**config.mk**
```make
export PLATFORM = sky130hd
export DESIGN_NAME = pi_txn_queue_flat
export DESIGN_NICKNAME = d
export VERILOG_FILES = /design/src/rtl/pi_txn_queue_if.sv /design/src/rtl/pi_txn_queue.sv /design/src/flat_wrapper.sv
export SDC_FILE = /design/constraint.sdc
export NUM_CORES = 1
export LEC_CHECK = 0
export BUFFER_PORTS_ARGS = -buffer_cell sky130_fd_sc_hd__buf_2
export CORE_UTILIZATION = 55
export DETAILED_ROUTE_END_ITERATION = 6
export GPL_TIMING_DRIVEN = 1
export MAX_ROUTING_LAYER = met4
export PLACE_DENSITY_LB_ADDON = 0.15
export SYNTH_ARGS = -nofsm -noshare
export SYNTH_HDL_FRONTEND = slang
export SYNTH_SLANG_ARGS = --single-unit
```
**constraint.sdc**
```tcl
create_clock -name c125m -period 9.07 [get_ports c125m]
set_input_delay 2.721 -clock c125m [delete_from_list [all_inputs] [get_ports c125m]]
set_output_delay 2.721 -clock c125m [all_outputs]
set_load 0.01 [all_outputs]
```
**src/rtl/pi_txn_queue_if.sv**
```systemverilog
// Handshake and status bundle between the Pi write decoder, the command queue
// and the M68K bus engine. The queue itself connects through the slave modport.
interface pi_txn_queue_if #(
  parameter int unsigned DEPTH = 4
) ();
  localparam int unsigned AW = $clog2(DEPTH);

  logic        wr_stb;
  logic [1:0]  wr_sa;
  logic [15:0] wr_data;
  logic        cmd_valid;
  logic        cmd_ready;
  logic [23:0] cmd_addr;
  logic [15:0] cmd_data;
  logic        cmd_rw;
  logic        cmd_uds_n;
  logic        cmd_lds_n;
  logic        rsp_valid;
  logic [15:0] rsp_data;
  logic [15:0] rd_data;
  logic        txn_busy;
  logic [AW:0] fifo_count;
  logic        err;

  modport master (
    output wr_stb, wr_sa, wr_data, cmd_ready, rsp_valid, rsp_data,
    input  cmd_valid, cmd_addr, cmd_data, cmd_rw, cmd_uds_n, cmd_lds_n,
    input  rd_data, txn_busy, fifo_count, err
  );

  modport slave (
    input  wr_stb, wr_sa, wr_data, cmd_ready, rsp_valid, rsp_data,
    output cmd_valid, cmd_addr, cmd_data, cmd_rw, cmd_uds_n, cmd_lds_n,
    output rd_data, txn_busy, fifo_count, err
  );
endinterface

```
**src/rtl/pi_txn_queue.sv**
```systemverilog
// Command queue between the Pi register-write decoder and the M68K bus engine:
// assembles bus commands from register writes, buffers them, and tracks one read.
module pi_txn_queue #(
  parameter int unsigned DEPTH = 4
) (
  input logic           c125m,
  input logic           rst,
  pi_txn_queue_if.slave bus
);
  localparam int unsigned AW = $clog2(DEPTH);
  localparam logic [AW:0] FullCount = (AW + 1)'(DEPTH);

  typedef struct packed {
    logic [23:0] addr;
    logic [15:0] data;
    logic        rw;
    logic        byte_sel;
  } entry_t;

  entry_t      mem_q [DEPTH];
  logic [AW:0] wr_ptr_q, rd_ptr_q, wr_ptr_d, rd_ptr_d;
  logic [AW:0] count, count_d;
  logic [15:0] data_hold_q, addr_lo_hold_q, rd_data_q;
  logic        rd_pending_q, rd_pending_d, err_q, busy_q;

  entry_t      head, new_entry;
  logic        empty, pop, push_req, push_rw, pend_after_rsp, push_ok;

  always_comb begin
    count          = wr_ptr_q - rd_ptr_q;
    empty          = (count == '0);
    head           = empty ? '0 : mem_q[rd_ptr_q[AW-1:0]];
    pop            = !empty && bus.cmd_ready;
    push_req       = bus.wr_stb && (bus.wr_sa == 2'd2);
    push_rw        = bus.wr_data[9];
    // A response in the same cycle retires the old read before a new one is judged.
    pend_after_rsp = rd_pending_q && !bus.rsp_valid;
    push_ok        = push_req && ((count != FullCount) || pop) && !(push_rw && pend_after_rsp);
    new_entry      = '{addr:     {bus.wr_data[7:0], addr_lo_hold_q},
                       data:     data_hold_q,
                       rw:       push_rw,
                       byte_sel: bus.wr_data[8]};
    wr_ptr_d       = wr_ptr_q + {{AW{1'b0}}, push_ok};
    rd_ptr_d       = rd_ptr_q + {{AW{1'b0}}, pop};
    count_d        = wr_ptr_d - rd_ptr_d;
    rd_pending_d   = pend_after_rsp || (push_ok && push_rw);
  end

  always_ff @(posedge c125m) begin
    if (rst) begin
      wr_ptr_q       <= '0;
      rd_ptr_q       <= '0;
      data_hold_q    <= '0;
      addr_lo_hold_q <= '0;
      rd_data_q      <= '0;
      rd_pending_q   <= 1'b0;
      err_q          <= 1'b0;
      busy_q         <= 1'b0;
    end else begin
      wr_ptr_q     <= wr_ptr_d;
      rd_ptr_q     <= rd_ptr_d;
      rd_pending_q <= rd_pending_d;
      busy_q       <= (count_d != '0) || rd_pending_d;
      if (bus.wr_stb && (bus.wr_sa == 2'd0)) data_hold_q <= bus.wr_data;
      if (bus.wr_stb && (bus.wr_sa == 2'd1)) addr_lo_hold_q <= bus.wr_data;
      if (push_req && !push_ok) err_q <= 1'b1;
      if (bus.rsp_valid && rd_pending_q) rd_data_q <= bus.rsp_data;
    end
  end

  // Storage needs no reset: the head is masked to zero whenever the queue is empty.
  always_ff @(posedge c125m) begin
    if (push_ok && !rst) mem_q[wr_ptr_q[AW-1:0]] <= new_entry;
  end

  always_comb begin
    bus.cmd_valid  = !empty;
    bus.cmd_addr   = head.addr;
    bus.cmd_data   = head.data;
    bus.cmd_rw     = head.rw;
    bus.cmd_uds_n  = head.byte_sel & head.addr[0];
    bus.cmd_lds_n  = head.byte_sel & ~head.addr[0];
    bus.rd_data    = rd_data_q;
    bus.txn_busy   = busy_q;
    bus.fifo_count = count;
    bus.err        = err_q;
  end
endmodule

```
**src/flat_wrapper.sv**
```systemverilog
// flat-port wrapper written by rule: the top's interface ports become plain ports
module pi_txn_queue_flat 
#(
  parameter int unsigned DEPTH = 4
)
  (c125m, rst, bus_wr_stb, bus_wr_sa, bus_wr_data, bus_cmd_ready, bus_rsp_valid, bus_rsp_data, bus_cmd_valid, bus_cmd_addr, bus_cmd_data, bus_cmd_rw, bus_cmd_uds_n, bus_cmd_lds_n, bus_rd_data, bus_txn_busy, bus_fifo_count, bus_err);
  pi_txn_queue_if #(.DEPTH(DEPTH)) bus_i ();
  input logic c125m;
  input logic rst;
  input wire logic [$bits(bus_i.wr_stb)-1:0] bus_wr_stb;
  input wire logic [$bits(bus_i.wr_sa)-1:0] bus_wr_sa;
  input wire logic [$bits(bus_i.wr_data)-1:0] bus_wr_data;
  input wire logic [$bits(bus_i.cmd_ready)-1:0] bus_cmd_ready;
  input wire logic [$bits(bus_i.rsp_valid)-1:0] bus_rsp_valid;
  input wire logic [$bits(bus_i.rsp_data)-1:0] bus_rsp_data;
  output wire logic [$bits(bus_i.cmd_valid)-1:0] bus_cmd_valid;
  output wire logic [$bits(bus_i.cmd_addr)-1:0] bus_cmd_addr;
  output wire logic [$bits(bus_i.cmd_data)-1:0] bus_cmd_data;
  output wire logic [$bits(bus_i.cmd_rw)-1:0] bus_cmd_rw;
  output wire logic [$bits(bus_i.cmd_uds_n)-1:0] bus_cmd_uds_n;
  output wire logic [$bits(bus_i.cmd_lds_n)-1:0] bus_cmd_lds_n;
  output wire logic [$bits(bus_i.rd_data)-1:0] bus_rd_data;
  output wire logic [$bits(bus_i.txn_busy)-1:0] bus_txn_busy;
  output wire logic [$bits(bus_i.fifo_count)-1:0] bus_fifo_count;
  output wire logic [$bits(bus_i.err)-1:0] bus_err;
  assign bus_i.wr_stb = bus_wr_stb;
  assign bus_i.wr_sa = bus_wr_sa;
  assign bus_i.wr_data = bus_wr_data;
  assign bus_i.cmd_ready = bus_cmd_ready;
  assign bus_i.rsp_valid = bus_rsp_valid;
  assign bus_i.rsp_data = bus_rsp_data;
  assign bus_cmd_valid = bus_i.cmd_valid;
  assign bus_cmd_addr = bus_i.cmd_addr;
  assign bus_cmd_data = bus_i.cmd_data;
  assign bus_cmd_rw = bus_i.cmd_rw;
  assign bus_cmd_uds_n = bus_i.cmd_uds_n;
  assign bus_cmd_lds_n = bus_i.cmd_lds_n;
  assign bus_rd_data = bus_i.rd_data;
  assign bus_txn_busy = bus_i.txn_busy;
  assign bus_fifo_count = bus_i.fifo_count;
  assign bus_err = bus_i.err;
  pi_txn_queue #(.DEPTH(DEPTH)) u_core (.c125m(c125m), .rst(rst), .bus(bus_i));
endmodule
```
# Yosys cells after proc, flatten, opt, wreduce, memory -nomap -nowiden
# Memory sizes are Yosys's and may differ from the RTL's. A register that Yosys moved wholly into a read port is not among the register bits.
# Cells that the tools add are included.
# classes
muxes,4
n_bitwise,3
n_reduce_logical,23
eq_ne,3
addsub,4
# ops
op,n
$mux W42,1
$logic_and A1 B1 Y1,12
$add A3 B1 Y3,2
$sub A3 B3 Y3,2
$logic_not A1 Y1,5
$logic_not A3 Y1,1
$logic_or A1 B1 Y1,3
$ne A3 B3 Y1 const B,1
$reduce_bool A3 Y1,1
$and A1 B1 Y1,2
$eq A2 B1 Y1 const B,1
$eq A2 B2 Y1 const B,1
$logic_not A2 Y1,1
$mux W1,2
$mux W2,1
$not A1 Y1,1
# word_totals
out_inout_bits,65
ff_bits,57
n_memories,1
input_bits,39
elab_cells,46
ramBits,168
# mem_list
name,depth,width,rd,rd_clocked_by_memory_dff,wr,line,source
u_core.mem_q,4,42,1,1,1,pi_txn_queue.sv:20,entry_t mem_q [DEPTH];

# Longest topological paths before layout
# Gate-level depths: netlist of run 1.
# depth
ltp_word,11
depth_mapped,15
ltp_nobuf,15

# Worst setup path after synthesis of run 1
# Ideal clock, no wire load.
# synth_timing
path_type,input port to flip-flop
start,in rst
end,"mem u_core.mem_q[0][0] (netlist bit), enable pin"
stages,3
slack_ps,1413
setup_ps,546
n_path_buf,2
t_arrival_ps,7111
t_required_ps,8524
path_cell_list,clkbuf_8 clkbuf_1 nor4_1
# synth_between
elab_chain_len,4
# synth_lines
item,line,source
from (decl),flat_wrapper.sv:9,input logic rst;
$logic_not A1 Y1,pi_txn_queue.sv:73,if (push_ok && !rst) mem_q[wr_ptr_q[AW-1:0]] <= new_entry;
$logic_and A1 B1 Y1,pi_txn_queue.sv:73,
$mux W1,pi_txn_queue.sv:73,
$mux W1 (implied by the code),pi_txn_queue.sv:73,
to (decl),pi_txn_queue.sv:20,
# No other way between the ends.

# Final worst setup path of run 1
# layout_timing
start,reg u_core.wr_ptr_q[0]
end,out bus_cmd_addr[13]
# layout_between
elab_chain_len,3
# layout_lines
item,line,source
from (decl),pi_txn_queue.sv:21,"logic [AW:0] wr_ptr_q, rd_ptr_q, wr_ptr_d, rd_ptr_d;"
from (signal assigned),pi_txn_queue.sv:60,wr_ptr_q <= wr_ptr_d;
$sub A3 B3 Y3,pi_txn_queue.sv:30,count = wr_ptr_q - rd_ptr_q;
$logic_not A3 Y1,pi_txn_queue.sv:31,empty = (count == '0);
$mux W42,pi_txn_queue.sv:32,head = empty ? '0 : mem_q[rd_ptr_q[AW-1:0]];
to (decl),flat_wrapper.sv:17,output wire logic [$bits(bus_i.cmd_addr)-1:0] bus_cmd_addr;
# No other way between the ends.

==> results.tsv, run 1 <==
stage	metric	value	unit
floorplan	die_area	0.01603	mm2
detailed_routing	drtIter0Drc	382	
worst_setup_path	start_kind	register	
worst_setup_path	crit_cells	9	
detailed_routing	wl	15.90	mm
floorplan	die_width	126.6	um
hold_path	min-delay-start	u_core.bus.rd_data[12]	
cts	clock_latency	490	ps
synth	ys_warn_count	0	
cts	cts_hold_buf	0	
timing	worst_pin_slew	929.5	ps
cells_and_area	drive_gt1_share	29.41	%
floorplan	start_util	56.19	%
timing	max_freq	161.2	MHz
timing	setup_violations	0	
timing	hold_viol_final	0	
cts	cts_buffers	22	
worst_setup_path	slowest_stage	nor3_4	
worst_setup_path	crit_chain	inv_1 -> ha_1 -> fa_1 -> xnor3_1 -> inv_1 -> nor3_4 -> buf_4 -> nor2b_1 -> buf_2	
timing	fin_crit	6204	ps
timing	grt_setup_unrepaired	no	
cells_and_area	seq_area	0.006188	mm2
cts	post_cts_buffers	0	
cts	htree_levels	1	
floorplan	core_area	0.01520	mm2
pwr	power_density	258.9	mW/mm2
place	pre_cts_ws	3258	ps
synth	synth_cells	540	
synth	avgSynthCellArea	15.82	um2
worst_setup_path	r2r_start	u_core.wr_ptr_q[0]	
cts	cts_tree	built	
worst_setup_path	cp.required	6350	ps
synth	syn_nets	587	
cts	ctsResizeCount	0	
worst_setup_path	path_buf_inv	4	
global_route	grt.overflow.total	0	
global_route	gr-usage-all-layers	21.49	%
cells_and_area	layout_commonest_cell	edfxtp_1	
pwr	switching_power	0.0006913	W
worst_setup_path	crit_path_frequent_cell	inv_1	
worst_setup_path	critical_path_class	register to primary output	
timing	fin_crit_sh	68.40	%
synth	ys_types	32	
place	globalplace.congestion	0.7520	
detailed_routing	routedWlPerCell	18.68	um
cts	root_buffer	clkbuf_16	
cells_and_area	syn2layout_area_growth	16.43	%
global_route	first_global_vias	4826	
timing	maxSlewHeadroom	37.83	%
place	io_buffers	103	
pwr	peakVddDrop	149.3	uV
floorplan	dieHeight	126.6	um
cells_and_area	mostFrequentLayoutCells	168 x edfxtp_1, 103 x buf_2, 98 x nand2_1	
timing	setup_tns	0	ps
synth	ys_ff_latch	225	
cells_and_area	design_area	0.009946	mm2
global_route	antenna_found_initial	0	
synth	ys_seq_area_share	72.42	%
cts	cts.path.max_buffers	3	
cts	clk_pin_slew	60	ps
pwr	p_leak	3.502	nW
synth	synth.cell_area	0.008542	mm2
global_route	grt_pass1_wl	25.21	mm
worst_setup_path	cp-end-kind	primary output	
worst_setup_path	cpPeakStageDelay	710	ps
worst_setup_path	reg2reg_depth	16	
pwr	switching_share	26.85	%
detailed_routing	route.detailed.drc	0	
worst_setup_path	critPathTopFamily	simple AND/OR/NAND/NOR gates	
worst_setup_path	crit_fanout	24	
pwr	clock_power_share	32.7	%
timing	drv_slew	0	
detailed_routing	dr_total_vias	4678	
cts	clock_sinks	225	
detailed_routing	antenna_left	0	
hold_path	worstHoldPathCells	2	
floorplan	io_pins	104	
pwr	pwr-share-seq	43.9	%
place	place_area	0.009268	mm2
cells_and_area	num_antenna_cells	0	
worst_setup_path	cp.arrival	3480	ps
cells_and_area	nFillCells	1121	
cells_and_area	multiInputGateArea	0.002208	mm2
worst_setup_path	cp-startpoint	u_core.wr_ptr_q[0]	
flow_run	maxCapViolCount	0	
global_route	grt_max_degree	62	
floorplan	rows	45	
pwr	p_int	0.001883	W
hold_path	min_path_type	register to register	
pwr	combPwrFrac	23.5	%
detailed_routing	firstDrtPassIters	4	
run_status	status	completed	
timing	setup_ws	2866	ps
cells_and_area	final_nets	694	
place	place.detailed.hpwl	9.384	mm
timing	fin_skew	12.35	ps
detailed_routing	viasPerCell	5.497	
## final cells by class
type,count,share of cell area (%)
Tap cell,188,2.365
Multi-Input combinational cell,273,22.20
Sequential cell,225,62.22
Clock buffer,36,6.579
Clock inverter,4,0.2390
Inverter,12,0.4529
Timing Repair Buffer,113,5.938
## power by group through the flow
stage	clock (W)	sequential [W]	combinational [W]
detailed placement	0	0.00115	0.000622
global route	0.000896	0.00113	0.000666
finish	0.000841	0.00113	0.000604
global placement	0	0.00115	0.000614
CTS	0.000856	0.00113	0.000622
floorplan	0	0.00115	0.000397
## path summary, 6_finish.rpt
check / slack, ps / to
setup / recovery: 2870 / bus_cmd_addr[13]
hold / removal: 450 / u_core.bus.rd_data[12]
setup reg to reg: 4800 / u_core.bus.txn_busy
hold reg to reg: 450 / u_core.bus.rd_data[12]
## flip-flops by register name, summed over array words and instances, names as in the netlist
name,flops
u_core.rd_pending_q,1
u_core.bus.rd_data,16
u_core.rd_ptr_q,3
u_core.data_hold_q,16
u_core.wr_ptr_q,3
u_core.bus.txn_busy,1
u_core.addr_lo_hold_q,16
u_core.bus.err,1
u_core.mem_q,168
## tightest hold or removal path, cell delays in order (launching register included)
cell and delay, ps:
dfxtp_1 310, nand2_1 50, a21oi_1 50
## Yosys cell counts, drive strengths merged
master   instances  area, um2
xnor3            1      22.52
a21oi           49      249.0
a32oi            1      8.760
nor3b            1      7.510
inv             12      45.04
a2111oi          2      17.52
xnor2            3      26.28
or3b             1      8.760
buf              5      25.02
fa               1      20.02
clkbuf          25      113.9
and3b            1      8.760
dfxtp           57       1141
ha               7      87.58
a211o            1      8.760
a211oi           1      7.510
nor2             6      22.52
nor4             4      25.02
or4              1      11.26
nor3             1      10.01
mux2i            1      10.01
edfxtp         168       5045
nand3b           1      7.510
nand2           98      367.9
mux4            41      923.4
nand3            2      10.01
xor2             1      8.760
and2             1      6.260
nor2b           46      287.8
a41oi            1      8.760
## routing by layer
metal,routed length [um],track usage [%],vias up
met5,0,-,-
met4,186,5.599,0
met3,780,3.248,19
met2,8032,36.43,124
met1,6895,27.38,2321
li1,-,-,2214
## per-stage QoR
step | utilization [%] | cells | power (W) | hold WS, ps
2_1_floorplan | - | 540 | 0.001548 | 460.0
3_3_place_gp | 60.96 | 811 | 0.001764 | 438.4
3_5_place_dp | 60.96 | 811 | 0.001774 | 448.1
4_1_cts | 65.42 | 851 | 0.002608 | 455.9
5_1_grt | 65.42 | 851 | 0.002694 | 470.1
6_report | 65.42 | 851 | 0.002575 | 453.5
## kinds of logic after synthesis
kind of cell / after synthesis / share of synthesized area (%)
buffers and inverters: 42 / 2.153
and+or+nand+nor: 163 / 9.052
xor gates and xnor gates: 5 / 0.6739
muxes: 42 / 10.93
adders and majority gates: 8 / 1.260
DFF: 225 / 72.42
AOI/OAI and AO/OA: 55 / 3.516
(Power assumes the default switching activity.)
==> run 2, diff against run 1 <==
--- a/config.mk
+++ b/config.mk
@@ -6,7 +6,7 @@
 export NUM_CORES = 1
 export LEC_CHECK = 0
 export BUFFER_PORTS_ARGS = -buffer_cell sky130_fd_sc_hd__buf_2
-export CORE_UTILIZATION = 55
+export CORE_UTILIZATION = 52
 export DETAILED_ROUTE_END_ITERATION = 6
 export GPL_TIMING_DRIVEN = 1
 export MAX_ROUTING_LAYER = met4
==> constraint.sdc (replaced) <==
create_clock -name c125m -period 5.05 [get_ports c125m]
set_input_delay 1.515 -clock c125m [delete_from_list [all_inputs] [get_ports c125m]]
set_output_delay 1.515 -clock c125m [all_outputs]
set_load 0.01 [all_outputs]
==> run 2 against run 1 <==
  * First-iteration DRC count down 25%
  * Sequential share of layout area down 0.30 points
  * Via count up 1.1%
==> results.tsv, run 2 (synthesized netlist as in run 1, its figures left out) <==
stage	metric	value	unit	change
floorplan	dieHeight	130.2	um	was 126.6 um
worst_setup_path	cp-end-kind	primary output		unchanged
pwr	power_density	467.3	mW/mm2	was 258.9 mW/mm2
detailed_routing	dr_total_vias	4731		was 4678
global_route	antenna_found_initial	0		unchanged
cts	clock_sinks	225		unchanged
global_route	gr-usage-all-layers	20.92	%	was 21.49%
timing	max_freq	212.9	MHz	
cts	clk_pin_slew	60	ps	about the same
place	post-place-cells	839		was 811
pwr	peakVddDrop	697.8	uV	was 149.3 uV
detailed_routing	routedWlPerCell	18.91	um	was 18.68 um
detailed_routing	firstDrtPassIters	4		unchanged
floorplan	die_width	130.2	um	was 126.6 um
pwr	p_total	0.004671	W	was 0.002575 W
cts	clock_latency	490	ps	about the same
worst_setup_path	cp-startpoint	u_core.wr_ptr_q[0]		unchanged
cells_and_area	num_antenna_cells	0		unchanged
cts	post_cts_buffers	0		unchanged
place	pre_cts_ws	815.4	ps	was 3258 ps
detailed_routing	antenna_left	0		unchanged
place	place_area	0.009303	mm2	was 0.009268 mm2
timing	fin_crit_sh	93.00	%	
cells_and_area	final_nets	695		was 694
cts	ctsResizeCount	0		unchanged
timing	drv_slew	0		unchanged
timing	grt_setup_unrepaired	no		unchanged
cells_and_area	mostFrequentLayoutCells	168 x edfxtp_1, 103 x buf_2, 98 x nand2_1		unchanged
floorplan	core_area	0.01594	mm2	was 0.01520 mm2
cells_and_area	layout_commonest_cell	edfxtp_1		unchanged
cts	htree_levels	1		unchanged
detailed_routing	drtIter0Drc	288		was 382
place	place.detailed.hpwl	9.567	mm	was 9.384 mm
timing	setup_tns	0	ps	unchanged
timing	setup_violations	0		unchanged
timing	maxSlewHeadroom	38.34	%	was 37.83%
detailed_routing	wl	16.64	mm	was 15.90 mm
worst_setup_path	critical_path_class	register to primary output		unchanged
hold_path	worstHoldPathCells	2		unchanged
floorplan	die_area	0.01694	mm2	was 0.01603 mm2
global_route	first_global_vias	4889		was 4826
timing	worst_pin_slew	924.9	ps	was 929.5 ps
cts	cts_buffers	23		was 22
timing	fin_skew	15.92	ps	was 12.35 ps
floorplan	start_util	53.58	%	was 56.19%
cts	root_buffer	clkbuf_16		unchanged
hold_path	min_path_type	register to register		unchanged
run_status	status	completed		unchanged
global_route	grt.overflow.total	0		unchanged
cells_and_area	drive_gt1_share	29.67	%	was 29.41%
global_route	grt_pass1_wl	25.62	mm	was 25.21 mm
cells_and_area	design_area	0.009995	mm2	was 0.009946 mm2
cells_and_area	syn2layout_area_growth	17.01	%	was 16.43%
worst_setup_path	crit_fanout	45		was 24
hold_path	min-delay-start	u_core.bus.rd_data[11]		was u_core.bus.rd_data[12]
place	io_buffers	103		unchanged
detailed_routing	viasPerCell	5.376		was 5.497
timing	setup_ws	353.4	ps	was 2866 ps
worst_setup_path	start_kind	register		unchanged
detailed_routing	route.detailed.drc	0		unchanged
global_route	grt_max_degree	46		was 62
cts	cts.path.max_buffers	3		unchanged
floorplan	rows	46		was 45
worst_setup_path	reg2reg_depth	14		was 16
floorplan	io_pins	104		unchanged
worst_setup_path	r2r_start	u_core.wr_ptr_q[0]		unchanged
pwr	p_leak	3.512	nW	was 3.502 nW
worst_setup_path	cp.arrival	3180	ps	was 3480 ps
cells_and_area	largest_reg_flops	168		unchanged
cells_and_area	fin_cells	880		was 851
timing	fin_crit	4697	ps	
worst_setup_path	cp.required	3540	ps	was 6350 ps
flow_run	maxCapViolCount	0		unchanged
cts	cts_tree	built		unchanged
cts	cts_hold_buf	0		unchanged
place	globalplace.congestion	0.7317		was 0.7520
timing	hold_viol_final	0		unchanged
run 2: changes by cell type in the layout (fill, tap and decap cells not counted), sizes merged:
cell / before / now
inv: 13 / 12
clkbuf: 36 / 34
clkinv: 2 / 6
run 2: layer usage:
| layer | up-vias | part of all wire (%) | GRT usage, % |
|---|---|---|---|
| li1 | 2204 | - | - |
| met1 | 2368 | 44 | 27.48 |
| met2 | 135 | 50 | 34.73 |
| met3 | 24 | 4.7 | 3.034 |
| met4 | 0 | 1.3 | 4.856 |
| met5 | - | 0 | - |
run 2: path summary, 6_finish.rpt:
kind | to | slack (ps)
max | bus_cmd_lds_n | 350
min | u_core.bus.rd_data[11] | 450
max reg2reg | u_core.bus.txn_busy | 1250
min reg2reg | u_core.bus.rd_data[11] | 450
run 2: final cells by class:
type	count	area (um2)
clock buffer	34	656.9
tap	216	270.3
timing repair buffer	113	590.6
inverter	12	45.04
multi-input combinational	273	2208
clock inverter	7	35.03
sequential	225	6188
fill	1222	5948
run 2: critical path, cell delays in order, from the launching register on:
cell       delay, ps
dfxtp_1          410
inv_1            130
ha_1             220
fa_1             410
xnor3_1          380
inv_1            120
nor3_4            40
buf_4            290
a2111oi_0        480
buf_2            220
run 2: metrics by stage:
stage / util [%] / hold slack [ps]
3_3_place_gp: 58.35 / 439.5
2_1_floorplan: - / 460.0
5_1_grt: 62.69 / 471.6
4_1_cts: 62.69 / 453.1
6_report: 62.69 / 452.6
3_5_place_dp: 58.35 / 440.8
run 2: where the power goes:
part           total, W  internal, W  switching [W]
Clock           0.00154     0.000897       0.000644
Combinational   0.00110     0.000485       0.000616
Sequential      0.00203      0.00201      0.0000188
